File: config.mk
export PLATFORM = sky130hd
export DESIGN_NAME = if_fetch_queue_flat
export DESIGN_NICKNAME = d
export VERILOG_FILES = /design/src/rtl/fetch_pkg.sv /design/src/rtl/if_fetch_queue_if.sv /design/src/rtl/sync_fifo_flush.sv /design/src/rtl/if_fetch_queue.sv /design/src/flat_wrapper.sv
export SDC_FILE = /design/constraint.sdc
export NUM_CORES = 1
export LEC_CHECK = 0
export BUFFER_PORTS_ARGS = -buffer_cell sky130_fd_sc_hd__buf_4
export CORE_MARGIN = 2
export CORE_UTILIZATION = 42
export DETAILED_ROUTE_END_ITERATION = 10
export GPL_TIMING_DRIVEN = 0
export PLACE_DENSITY_LB_ADDON = 0.1
export SLEW_MARGIN = 20
export SYNTH_ARGS = -nofsm -noshare
export SYNTH_HDL_FRONTEND = slang
export SYNTH_SLANG_ARGS = --single-unit
export TNS_END_PERCENT = 5
File: constraint.sdc
create_clock -name clk -period 3.5 [get_ports clk]
set_input_delay 0.7 -clock clk [delete_from_list [all_inputs] [get_ports clk]]
set_output_delay 0.7 -clock clk [all_outputs]
set_load 0.005 [all_outputs]
File: src/rtl/fetch_pkg.sv
// Shared fetch-stage types and defaults.
//   fetch_entry_t    : {pc, inst} pair at the default 32/32 widths
//   RESET_PC_DEFAULT : PC loaded on reset
//   PC_STEP_DEFAULT  : sequential PC increment
//   INST_NOP         : canonical no-op encoding (andi r0,r0,0)
package fetch_pkg;
  localparam int          FETCH_ADDR_W     = 32;
  localparam int          FETCH_INST_W     = 32;
  localparam logic [31:0] RESET_PC_DEFAULT = 32'h1C00_0000;
  localparam int          PC_STEP_DEFAULT  = 4;
  localparam logic [31:0] INST_NOP         = 32'h0340_0000;

  typedef struct packed {
    logic [FETCH_ADDR_W-1:0] pc;
    logic [FETCH_INST_W-1:0] inst;
  } fetch_entry_t;
endpackage

File: src/rtl/if_fetch_queue_if.sv
// Fetch queue bus: instruction-memory request/response plus the
// decode-side valid/ready output.
//   master : the fetch queue (drives imem request and decode output)
//   slave  : memory + decode side
interface if_fetch_queue_if #(
  parameter int ADDR_W = 32,
  parameter int INST_W = 32
);
  logic                     imem_req;
  logic [ADDR_W-1:0]        imem_addr;
  logic                     imem_rvalid;
  logic [INST_W-1:0]        imem_rdata;
  logic                     out_valid;
  logic                     out_ready;
  logic [ADDR_W-1:0]        out_pc;
  logic [INST_W-1:0]        out_inst;
  logic [ADDR_W+INST_W-1:0] out_bus;

  modport master (
    output imem_req, imem_addr,
    input  imem_rvalid, imem_rdata,
    output out_valid, out_pc, out_inst, out_bus,
    input  out_ready
  );

  modport slave (
    input  imem_req, imem_addr,
    output imem_rvalid, imem_rdata,
    input  out_valid, out_pc, out_inst, out_bus,
    output out_ready
  );
endinterface

File: src/rtl/sync_fifo_flush.sv
// Synchronous FIFO with single-cycle flush.
//   clk, reset   : clock, synchronous active-high reset
//   flush        : empties the FIFO at the edge (wins over push/pop)
//   push/push_data, pop : enqueue / dequeue at the edge
//   head_data    : entry at the read pointer (undefined when empty)
//   count, full, empty : occupancy status
// DEPTH must be a power of two so the pointers wrap naturally.
module sync_fifo_flush #(
  parameter  int DEPTH = 4,
  parameter  int WIDTH = 64,
  localparam int AW    = $clog2(DEPTH),
  localparam int CW    = AW + 1
) (
  input  logic             clk,
  input  logic             reset,
  input  logic             flush,
  input  logic             push,
  input  logic [WIDTH-1:0] push_data,
  input  logic             pop,
  output logic [WIDTH-1:0] head_data,
  output logic [CW-1:0]    count,
  output logic             full,
  output logic             empty
);
  logic [WIDTH-1:0] mem [DEPTH];
  logic [AW-1:0]    rd_ptr, wr_ptr;

  assign full      = (count == CW'(DEPTH));
  assign empty     = (count == '0);
  assign head_data = mem[rd_ptr];

  always_ff @(posedge clk) begin
    if (reset || flush) begin
      rd_ptr <= '0;
      wr_ptr <= '0;
      count  <= '0;
    end else begin
      if (push) wr_ptr <= wr_ptr + AW'(1);
      if (pop)  rd_ptr <= rd_ptr + AW'(1);
      unique case ({push, pop})
        2'b10:   count <= count + CW'(1);
        2'b01:   count <= count - CW'(1);
        default: ;
      endcase
    end
  end

  // Storage needs no reset; head is only observed when count != 0.
  always_ff @(posedge clk) begin
    if (push) mem[wr_ptr] <= push_data;
  end

  // The issue credit upstream guarantees a slot for every push.
  always_ff @(posedge clk) begin
    if (!reset && !flush && push) assert (!full);
  end
endmodule

File: src/rtl/if_fetch_queue.sv
// Fetch stage with decoupling queue.
//   clk, reset      : clock, synchronous active-high reset
//   redirect_valid  : flush buffer + in-flight fetch, restart at redirect_pc
//   redirect_pc     : new PC (low two bits dropped)
//   bus (master)    : imem_req/imem_addr out, imem_rvalid/imem_rdata in
//                     (fixed 1-cycle latency), out_valid/out_ready
//                     handshake with out_pc/out_inst/out_bus to decode
//   occupancy       : current queue count
// A request is issued only when the queue can hold it even if decode
// never pops, so responses never need to be stalled or dropped for space.
module if_fetch_queue
  import fetch_pkg::*;
#(
  parameter  int                ADDR_W   = 32,
  parameter  int                INST_W   = 32,
  parameter  int                DEPTH    = 4,
  parameter  logic [ADDR_W-1:0] RESET_PC = ADDR_W'(RESET_PC_DEFAULT),
  parameter  int                PC_STEP  = PC_STEP_DEFAULT,
  localparam int                CW       = $clog2(DEPTH) + 1
) (
  input  logic              clk,
  input  logic              reset,
  input  logic              redirect_valid,
  input  logic [ADDR_W-1:0] redirect_pc,
  if_fetch_queue_if.master  bus,
  output logic [CW-1:0]     occupancy
);
  // Same layout as fetch_entry_t, but sized by this instance's widths.
  typedef struct packed {
    logic [ADDR_W-1:0] pc;
    logic [INST_W-1:0] inst;
  } entry_t;

  localparam int PW = CW + 1;

  logic [ADDR_W-1:0] pc, req_pc;
  logic              inflight;
  logic              push, pop, full, empty;
  logic [CW-1:0]     count;
  logic [PW-1:0]     pending;
  entry_t            head, push_e;
  logic              unused;

  // Dequeue in the same cycle is not credited: keeps the issue path
  // independent of out_ready.
  assign pending      = PW'(count) + PW'(inflight);
  assign bus.imem_req  = !reset && !redirect_valid && (pending < PW'(DEPTH));
  assign bus.imem_addr = pc;

  assign push   = bus.imem_rvalid && inflight && !redirect_valid;
  assign push_e = '{pc: req_pc, inst: bus.imem_rdata};

  assign bus.out_valid = !empty && !reset;
  assign pop           = bus.out_valid && bus.out_ready;
  assign bus.out_pc    = bus.out_valid ? head.pc   : '0;
  assign bus.out_inst  = bus.out_valid ? head.inst : '0;
  assign bus.out_bus   = {bus.out_pc, bus.out_inst};
  assign occupancy     = count;

  assign unused = ^{redirect_pc[1:0], full};

  sync_fifo_flush #(
    .DEPTH (DEPTH),
    .WIDTH (ADDR_W + INST_W)
  ) u_fifo (
    .clk       (clk),
    .reset     (reset),
    .flush     (redirect_valid),
    .push      (push),
    .push_data (push_e),
    .pop       (pop),
    .head_data (head),
    .count     (count),
    .full      (full),
    .empty     (empty)
  );

  // imem_req is already low under reset/redirect, so inflight clears then.
  always_ff @(posedge clk) begin
    if (reset) begin
      pc       <= RESET_PC;
      req_pc   <= '0;
      inflight <= 1'b0;
    end else begin
      inflight <= bus.imem_req;
      if (redirect_valid) begin
        pc <= {redirect_pc[ADDR_W-1:2], 2'b00};
      end else if (bus.imem_req) begin
        pc     <= pc + ADDR_W'(PC_STEP);
        req_pc <= pc;
      end
    end
  end
endmodule

File: src/flat_wrapper.sv
// flat-port wrapper written by rule: the top's interface ports become plain ports
module if_fetch_queue_flat import fetch_pkg::*;
#(
  parameter  int                ADDR_W   = 32,
  parameter  int                INST_W   = 32,
  parameter  int                DEPTH    = 4,
  parameter  logic [ADDR_W-1:0] RESET_PC = ADDR_W'(RESET_PC_DEFAULT),
  parameter  int                PC_STEP  = PC_STEP_DEFAULT,
  localparam int                CW       = $clog2(DEPTH) + 1
)
  (clk, reset, redirect_valid, redirect_pc, occupancy, bus_imem_req, bus_imem_addr, bus_imem_rvalid, bus_imem_rdata, bus_out_valid, bus_out_pc, bus_out_inst, bus_out_bus, bus_out_ready);
  if_fetch_queue_if #(.ADDR_W(ADDR_W), .INST_W(INST_W)) bus_i ();
  input  logic clk;
  input  logic reset;
  input  logic redirect_valid;
  input  logic [ADDR_W-1:0] redirect_pc;
  output logic [CW-1:0] occupancy;
  output wire logic [$bits(bus_i.imem_req)-1:0] bus_imem_req;
  output wire logic [$bits(bus_i.imem_addr)-1:0] bus_imem_addr;
  input wire logic [$bits(bus_i.imem_rvalid)-1:0] bus_imem_rvalid;
  input wire logic [$bits(bus_i.imem_rdata)-1:0] bus_imem_rdata;
  output wire logic [$bits(bus_i.out_valid)-1:0] bus_out_valid;
  output wire logic [$bits(bus_i.out_pc)-1:0] bus_out_pc;
  output wire logic [$bits(bus_i.out_inst)-1:0] bus_out_inst;
  output wire logic [$bits(bus_i.out_bus)-1:0] bus_out_bus;
  input wire logic [$bits(bus_i.out_ready)-1:0] bus_out_ready;
  assign bus_imem_req = bus_i.imem_req;
  assign bus_imem_addr = bus_i.imem_addr;
  assign bus_i.imem_rvalid = bus_imem_rvalid;
  assign bus_i.imem_rdata = bus_imem_rdata;
  assign bus_out_valid = bus_i.out_valid;
  assign bus_out_pc = bus_i.out_pc;
  assign bus_out_inst = bus_i.out_inst;
  assign bus_out_bus = bus_i.out_bus;
  assign bus_i.out_ready = bus_out_ready;
  if_fetch_queue #(.ADDR_W(ADDR_W), .INST_W(INST_W), .DEPTH(DEPTH), .RESET_PC(RESET_PC), .PC_STEP(PC_STEP)) u_core (.clk(clk), .reset(reset), .redirect_valid(redirect_valid), .redirect_pc(redirect_pc), .bus(bus_i), .occupancy(occupancy));
endmodule
Yosys cells after proc, flatten, opt, wreduce, memory -nomap -nowiden:

Memory sizes are Yosys's and may differ from the RTL's. A register that Yosys moved wholly into a read port is not among the register bits.
Index checks and enable logic that the tools add are counted.

* register bits after elaboration: 72
* bits in writable memories: 256
* bits of input ports: 69
* output and inout port bits: 165
* memories: 1

Memories
* u_core.u_fifo.mem: words 4, bits a word 64, read ports 1, clocked after Yosys merged registers in 1, write ports 1, RTL line sync_fifo_flush.sv:25 `logic [WIDTH-1:0] mem [DEPTH];`

* add/subtract/negate cells: 6
* order comparisons: 1
* eq/ne operators: 2
* muxes and demuxes: 9
* bitwise operators: 1
* reduce and logical (&&, ||, !) cells: 15

Operators with widths (count)
* 2-to-1 mux 32 bit: 4
* adder 32 x 3 -> 32 bit (second input constant): 1
* logical AND 1 bit: 6
* case mux 3 bit (2 select lines): 1
* adder 2 x 1 -> 2 bit (second input constant): 2
* adder 3 x 1 -> 4 bit: 1
* less-than comparator 4 x 3 -> 1 bit (second input constant): 1
* 2-to-1 mux 2 bit: 2
* nonzero test 2 bit: 2
* adder 3 x 1 -> 3 bit (second input constant): 1
* logical NOT 1 bit: 3
* logical NOT 3 bit: 1
* subtractor 3 x 1 -> 3 bit (second input constant): 1
* == test 2 x 1 -> 1 bit (second input constant): 1
* == test 2 bit (second input constant): 1
* 2-to-1 mux 1 bit: 2
* AND reduction 2 bit: 1
* OR reduction 2 bit: 1
* logical OR 1 bit: 1
* NOT 1 bit: 1

Longest topological paths before layout:

Gate-level depths: netlist (run 1).

* depth in word-level cells: 6
* gate-level depth with buffers: 10
* depth with buffers taken out: 9

Cells and area by module:

From an unflattened synthesis (run 1), not the netlist that was laid out.

* cells, all modules: 876
* area total of the unflattened synthesis: 13469.2 um^2

By module, submodules not included
* sync_fifo_flush: times used 1, cells each 382, area an instance 9750.6 um^2
* if_fetch_queue: times used 1, cells each 494, area an instance 3718.6 um^2

Worst setup path before layout (run 1):

Ideal clock, no wire load.

* path kind: input port to flip-flop
* start: input redirect_valid
* end: memory u_core.u_fifo.mem[0][0], enable pin
* arrival: 2.696 ns
* setup slack: 0.377 ns
* cell stages on the path: 4
* path buffers: 2
* cell sequence: buf_2 buf_2 nor2_1 and2_1

* cells in the longest elaborated chain, start to end: 4

Ends and longest elaborated chain
* from (decl): RTL line flat_wrapper.sv:15 `input logic redirect_valid;`
* logical NOT 1 bit: RTL line if_fetch_queue.sv:50 `assign push = bus.imem_rvalid && inflight && !redirect_valid;`
* logical AND 1 bit: RTL line if_fetch_queue.sv:50
* 2-to-1 mux 1 bit: RTL line sync_fifo_flush.sv:50 `if (push) mem[wr_ptr] <= push_data;`
* 2-to-1 mux 1 bit (implied by the code): RTL line sync_fifo_flush.sv:50
* to (decl): RTL line sync_fifo_flush.sv:25

No other way between the ends.

==> run metrics, run 1 <==
Final min period between 3 and 4 ns; Die Footprint between 30000 and 40000 µm²; fraction of layout cells with a size suffix above 1 between 30% and 40%; Site Rows 64; status finished, final reports clean; root buf cell clkbuf_16; clock transition at the registers of the reported paths about 0.060 ns; Routed WL 29300 µm; HPWL Detailed between 15000 and 20000 µm; Initial Util a little over two fifths; first-pass GRT wire length approximately 46000 µm; Post-Syn Area between 10000 and 15000 µm²; worst-path fanout max 10; crit-path cells buf_2, mux4_2, and2_1, buf_4, buf_4; initial antenna violation count 0; area leader, netlist edfxtp_1; H-tree depth 1; initial drt markers 472; Max-cap violations 0; RSZ-0062 raised after global routing no; CP Buf/Inv Count 3; Post-DRT Antenna Nets 0; Critical Path AT 2.62 ns; CP top delay family buffers and inverters; Die Width ~180 µm; Synth cell types 59; setup TNS 0 ns; Max Slew Vio Count 0; Inserted Clock Buffers 31; worst flop-to-flop path endpoint u_core.u_fifo.count[2]; fraction of registers with async set/reset 0%; Synth Register Bits approximately 320; Max Buffers Root-to-Sink 3; Core Region 30700 µm²; global route overflow 0; Hold Violations, Final 0; Yosys top cell area share 56.5%; Hold Path Class in -> reg; Area Growth Syn to Fin 25.3%; most used cell, CP buf_4; number of global-route vias before repair 8087; postcts setup bufs 0; hold path depth 1; R2R Path Start u_core.u_fifo.count[2]; max frequency 0.301 GHz; CP endpoint kind primary output; Pleak 6.19 nW; ys flop type edfxtp_1; Clk Latency, worst-skew pair roughly 0.56 ns; DR vias around 8.0k; Critical Path Start Type flop; Syn. warnings 0; Hold Startpoint bus_imem_rdata[22]; top cells by area, synth edfxtp_1 57%, dfxtp_1 11%, mux4_2 11%; Rel. slew slack approximately 57%; Mapped Avg Cell Area 15.0 µm²; DR DRC count 0; VDD IR max 319 µV; nets around 1.2k; Seq/Total Area, Yosys between 60% and 70%; FF-to-FF path depth 10; number of synthesized flops with an enable pin between 200 and 250; Routed WL per cell between 15 and 20 µm; First-pass DRT Iterations 5; post-synthesis cell count 880; clk_skew 0.0213 ns; crit-path max cell delay between 0.6 and 0.7 ns; DR vias/cell slightly above 5; GRT Overall Usage around 18%; Hold Buf Count CTS 0; largest net degree at the start of global routing 44; Hold Path Sink u_core.u_fifo.mem[1][22]; io pins 234; PD cells around 470 nW/µm²; Final period util a little over nine tenths; # clock sinks between 300 and 400; Port-buffer cells 224; Setup violations, final 0; Layout fillers 2615; routability congestion estimate around 0.87; Crit Path Category reg -> out; ANT cells 0; CTS tree built; Slew @ Worst Pin roughly 0.65 ns; reg-to-reg setup timing slack around 1 ns; WP data required roughly 2.8 ns; die height between 150 and 200 µm; WHS 0.342 ns; slowest CP cell dfxtp_1
[cells in the final DEF, fill, tap and decap left out, types with 7 or more instances in the layout]
cell type	n
nand2_1	83
a22oi_1	8
edfxtp_1	248
a21oi_1	52
xor2_1	9
nor2b_1	7
nor2_1	22
nand4_1	10
clkbuf_2	7
buf_4	294
nor3_1	7
clkbuf_1	26
buf_2	9
nand3_1	16
mux4_2	62
inv_1	16
clkbuf_16	32
and2_1	66
dfxtp_1	70
clkinv_2	7
o21ai_0	16
[where the power goes]
| group | internal [mW] | switching, mW |
|---|---|---|
| Combinational | 0.151 | 0.156 |
| Sequential | 4.10 | 0.0612 |
| Clock | 1.94 | 1.37 |
[cell families after synthesis]
kind of cell,share of synthesized area [%]
other,0.0285
xor gates and xnor gates,0.798
AOI/OAI and AO/OA,4.68
and+or+nand+nor,9.93
DFF,67.2
muxes,10.7
adders and majority gates,0.722
buffers and inverters,6.00
[how the worst max path moves through the flow]
stage / start / end / slack, ns / cells after the start
floorplan: redirect_valid / u_core.u_fifo.mem[0][0] / 0.38 / 4
CTS: u_core.u_fifo.count[2] / bus_out_pc[21] / 0.002 / 7
finish: flop / bus_out_inst[19] / 0.18 / 5
detailed placement: reset / bus_out_pc[21] / 0.27 / 7
global route: flop / bus_out_inst[26] / 0.003 / 5
global placement: redirect_valid / u_core.u_fifo.mem[0][49] / -1.34 / 5
[routing by layer]
metal | up-vias | GRT usage [%] | share of wire (%)
met5 | - | 0 | 0
met4 | 0 | 3.38 | 1.2
met3 | 30 | 2.86 | 6.4
met2 | 268 | 29.7 | 48
met1 | 3949 | 25.0 | 45
li1 | 3762 | - | -
[sequential cells by signal, indices dropped and copies added, names as in the netlist, named ones only]
register / cells
u_core.u_fifo.mem: 248
u_core.bus.imem_addr: 30
u_core.u_fifo.count: 3
u_core.inflight: 1
u_core.u_fifo.wr_ptr: 2
u_core.u_fifo.rd_ptr: 2
u_core.req_pc: 30
[stage by stage]
stage | power [mW] | cell area [µm²] | cells | worst slack, ns | util, %
2_1_floorplan | 4.36 | 13200 | 885 | 0.377 | -
3_3_place_gp | 4.55 | 15400 | 1505 | -1.34 | 50.0
3_5_place_dp | 4.55 | 15500 | 1509 | 0.267 | 50.3
4_1_cts | 7.87 | 16500 | 1566 | 0.00156 | 53.7
5_1_grt | 8.05 | 16500 | 1566 | 0.00348 | 53.7
6_report | 7.78 | 16500 | 1566 | 0.176 | 53.7
[worst reg2reg max path, cell delays in order (launching register included)]
cell and delay, ns:
dfxtp_1 0.45, nor3_1 0.07, nor2_1 0.15, clkbuf_2 0.29
and2_1 0.21, ha_1 0.20, inv_1 0.06, fa_1 0.37
xor2_1 0.18, or3_1 0.30, a21oi_1 0.13
[cell type report]
class	instances	area [µm²]	area share, %
repair buffers	228	1770	10.7
well taps	396	495	3.00
clock buffers	41	855	5.17
multi-input cells	436	3570	21.6
plain buffers	113	742	4.49
flip-flops and latches	318	8850	53.6
clock inverters	17	176	1.07
inverters	17	63.8	0.386
[cells in the mapped netlist, types with 7 or more instances]
cell / n
nor2_1: 22
nand2_1: 83
nor2b_1: 7
nor3_1: 7
and2_1: 70
nand3_1: 16
a21oi_1: 52
clkbuf_1: 27
a22oi_1: 8
buf_4: 70
edfxtp_1: 248
dfxtp_1: 70
mux4_2: 62
o21ai_0: 16
nand4_1: 10
inv_1: 16
xor2_1: 9
buf_2: 13
[timing repair]
item	4_1_cts	5_1_grt
hold endpoints to repair	0	0
resized for setup	6	6
endpoints found under the setup margin	72	15
(Power assumes the default switching activity.)
==> inputs of run 2 (changes only) <==
- CORE_ASPECT_RATIO: unset -> 0.8
==> run 2 against run 1 <==
Register-to-register slack worse by 0.20 ns. Sequential power is essentially flat. Total power is 2.3% lower. Clock power shrank 5%. Wire length increased by 2.5%. Critical path type unchanged.
==> run metrics, run 2 (synthesized netlist as in run 1, its figures left out) <==
fraction of layout cells with a size suffix above 1 38.1% (-0.49 points); commonest cells after routing, fill and taps aside 294 x buf_4, 248 x edfxtp_1, 83 x nand2_1, 69 x dfxtp_1, 66 x and2_1; die height 162 µm (-10%); pre-CTS WS 0.0320 ns (-0.235 ns); Routed WL per cell 19.0 µm (+1.7%); Hold Buf Count CTS 0 (unchanged); HPWL Detailed 20400 µm (+2.6%); Setup violations, final 0 (unchanged); Die Width 202 µm (+12%); Hold Path Class in -> reg; H-tree depth 1 (unchanged); Rel. slew slack 58.5% (+1.5 points); Area Growth Syn to Fin 24.8%; # clock sinks 318 (unchanged); DR DRC count 0 (unchanged); Max Slew Vio Count 0 (unchanged); max frequency 0.307 GHz (+2.2%); Critical Path AT 2.55 ns (-0.07 ns); M3 GR Usage 3.48% (+0.62 points); worst setup margin 0.248 ns (+0.0722 ns); FF-to-FF path depth 10 (unchanged); WP data required 2.80 ns (about the same); Most Crowded Layer GR met2; Layout fillers 2618 (+0.11%); PD cells 462 nW/µm² (-1.9%); worst-path fanout max 11 (+1); Routed WL 30000 µm (+2.5%); clk_skew 0.0310 ns (+0.00970 ns); nets 1220 (-0.082%); initial antenna violation count 0 (unchanged); routability congestion estimate 0.812 (-6.4%); Core Region 30600 µm² (-0.50%); Final min period 3.25 ns (-0.0722 ns); met1 Usage GRT 27.1% (+2.1 points); clock transition at the registers of the reported paths 0.06 ns (about the same); RSZ-0062 raised after global routing no; reg-to-reg setup timing slack 0.81 ns (-0.20 ns); first-pass GRT wire length 46100 µm (+0.57%); status finished, final reports clean; Initial Util 43.1% (+0.22 points); Hold Violations, Final 0 (unchanged); Max-cap violations 0 (unchanged); Reg area 8850 µm² (about the same); global route overflow 0 (unchanged); GRT Overall Usage 18.3% (+0.51 points); DR vias 7982 (-0.34%); DR vias/cell 5.06 (-1.1%); Die Footprint 32800 µm² (about the same); number of global-route vias before repair 7840 (-3.1%); root buf cell clkbuf_16; VDD IR max 304 µV (-4.5%); Slew @ Worst Pin 0.622 ns (-0.0232 ns); commonest non-fill, non-tap cell in the layout buf_4; Inserted Clock Buffers 31 (unchanged); Clk Latency, worst-skew pair 0.57 ns (about the same); io pins 234 (unchanged); Pleak 6.16 nW (-0.51%); Final Core Density 53.7% (about the same); Crit Path Category reg -> out; Reg with most FFs u_core.u_fifo.mem; number of flip-flops under the largest register name 248 (unchanged); initial drt markers 547 (+16%); R2R Path Start u_core.u_fifo.count[0]; largest net degree at the start of global routing 45 (+2.3%); Post-DRT Antenna Nets 0 (unchanged); multi-input logic area 3570 µm² (unchanged); met2 Use GR 28.4% (-1.3 points); Max Buffers Root-to-Sink 3 (unchanged); Port-buffer cells 224 (unchanged); crit path from u_core.u_fifo.count[0]; Critical Path Start Type flop; Critical Path End bus_out_pc[18]; First-pass DRT Iterations 4 (-1); worst flop-to-flop path endpoint u_core.u_fifo.count[2]; CP endpoint kind primary output; Final period util 92.9% (-2.1 points); Site Rows 57 (-11%); CTS tree built
[run 2: cell count changes in the layout (fill, tap and decap cells not counted), sizes merged]
cell	previous run	this run
buf	310	315
clkbuf	71	67
clkinvlp	4	0
bufinv	3	1
clkinv	9	8
diode	0	1
[run 2: per-layer routing]
layer | wire length [µm] | up-vias
met5 | 0 | -
met4 | 501 | 0
met3 | 1870 | 34
met2 | 13500 | 253
met1 | 14100 | 3941
li1 | - | 3754
[run 2: worst min-delay path by stage]
stage,start,cells after the start,end,slack (ns)
2_1_floorplan,u_core.req_pc[2],0,u_core.u_fifo.mem[0][34],0.46
3_3_place_gp,u_core.req_pc[15],2,u_core.req_pc[15],0.48
3_5_place_dp,u_core.bus.imem_addr[31],2,u_core.req_pc[31],0.49
4_1_cts,bus_imem_rdata[30],1,u_core.u_fifo.mem[1][30],0.32
5_1_grt,bus_imem_rdata[30],1,u_core.u_fifo.mem[1][30],0.32
6_report,bus_imem_rdata[30],1,u_core.u_fifo.mem[1][30],0.34
[run 2: what timing repair did]
action | 4_1_cts | 5_1_grt
setup buffers | 0 | 0
resized for setup | 8 | 1
endpoints found under the setup margin | 120 | 2
[run 2: where the power goes]
part	switching, mW	internal (mW)	leakage, nW	total, mW
registers	0.0626	4.10	2.95	4.16
logic	0.159	0.151	2.74	0.309
clock network	1.35	1.78	0.463	3.13
total	1.57	6.03	6.16	7.60
[run 2: cell type report]
| type | count | share of cell area, % |
|---|---|---|
| diodes | 1 | 0.0152 |
| plain buffers | 112 | 4.43 |
| clock buffers | 43 | 5.24 |
| clock inverters | 10 | 0.502 |
| inverters | 17 | 0.388 |
| multi-input cells | 436 | 21.7 |
| flip-flops and latches | 318 | 53.8 |
| well taps | 413 | 3.14 |
| repair buffers | 228 | 10.8 |
[run 2: metrics by stage]
stage,hold slack (ns),cell area (µm²),setup TNS (ns),std cells,power (mW)
3_5_place_dp,0.492,15500,0,1526,4.55
6_report,0.340,16400,0,1578,7.60
2_1_floorplan,0.460,13200,0,885,4.36
4_1_cts,0.318,16400,0,1578,7.68
5_1_grt,0.318,16400,0,1577,7.86
3_3_place_gp,0.482,15400,-307.65,1522,4.55
[run 2: critical path: stages, from the launching register on]
cell,delay (ns)
dfxtp_1,0.42
nor3_1,0.10
nor2_1,0.17
buf_2,0.41
clkbuf_1,0.35
and2_1,0.29
buf_4,0.14
buf_4,0.09
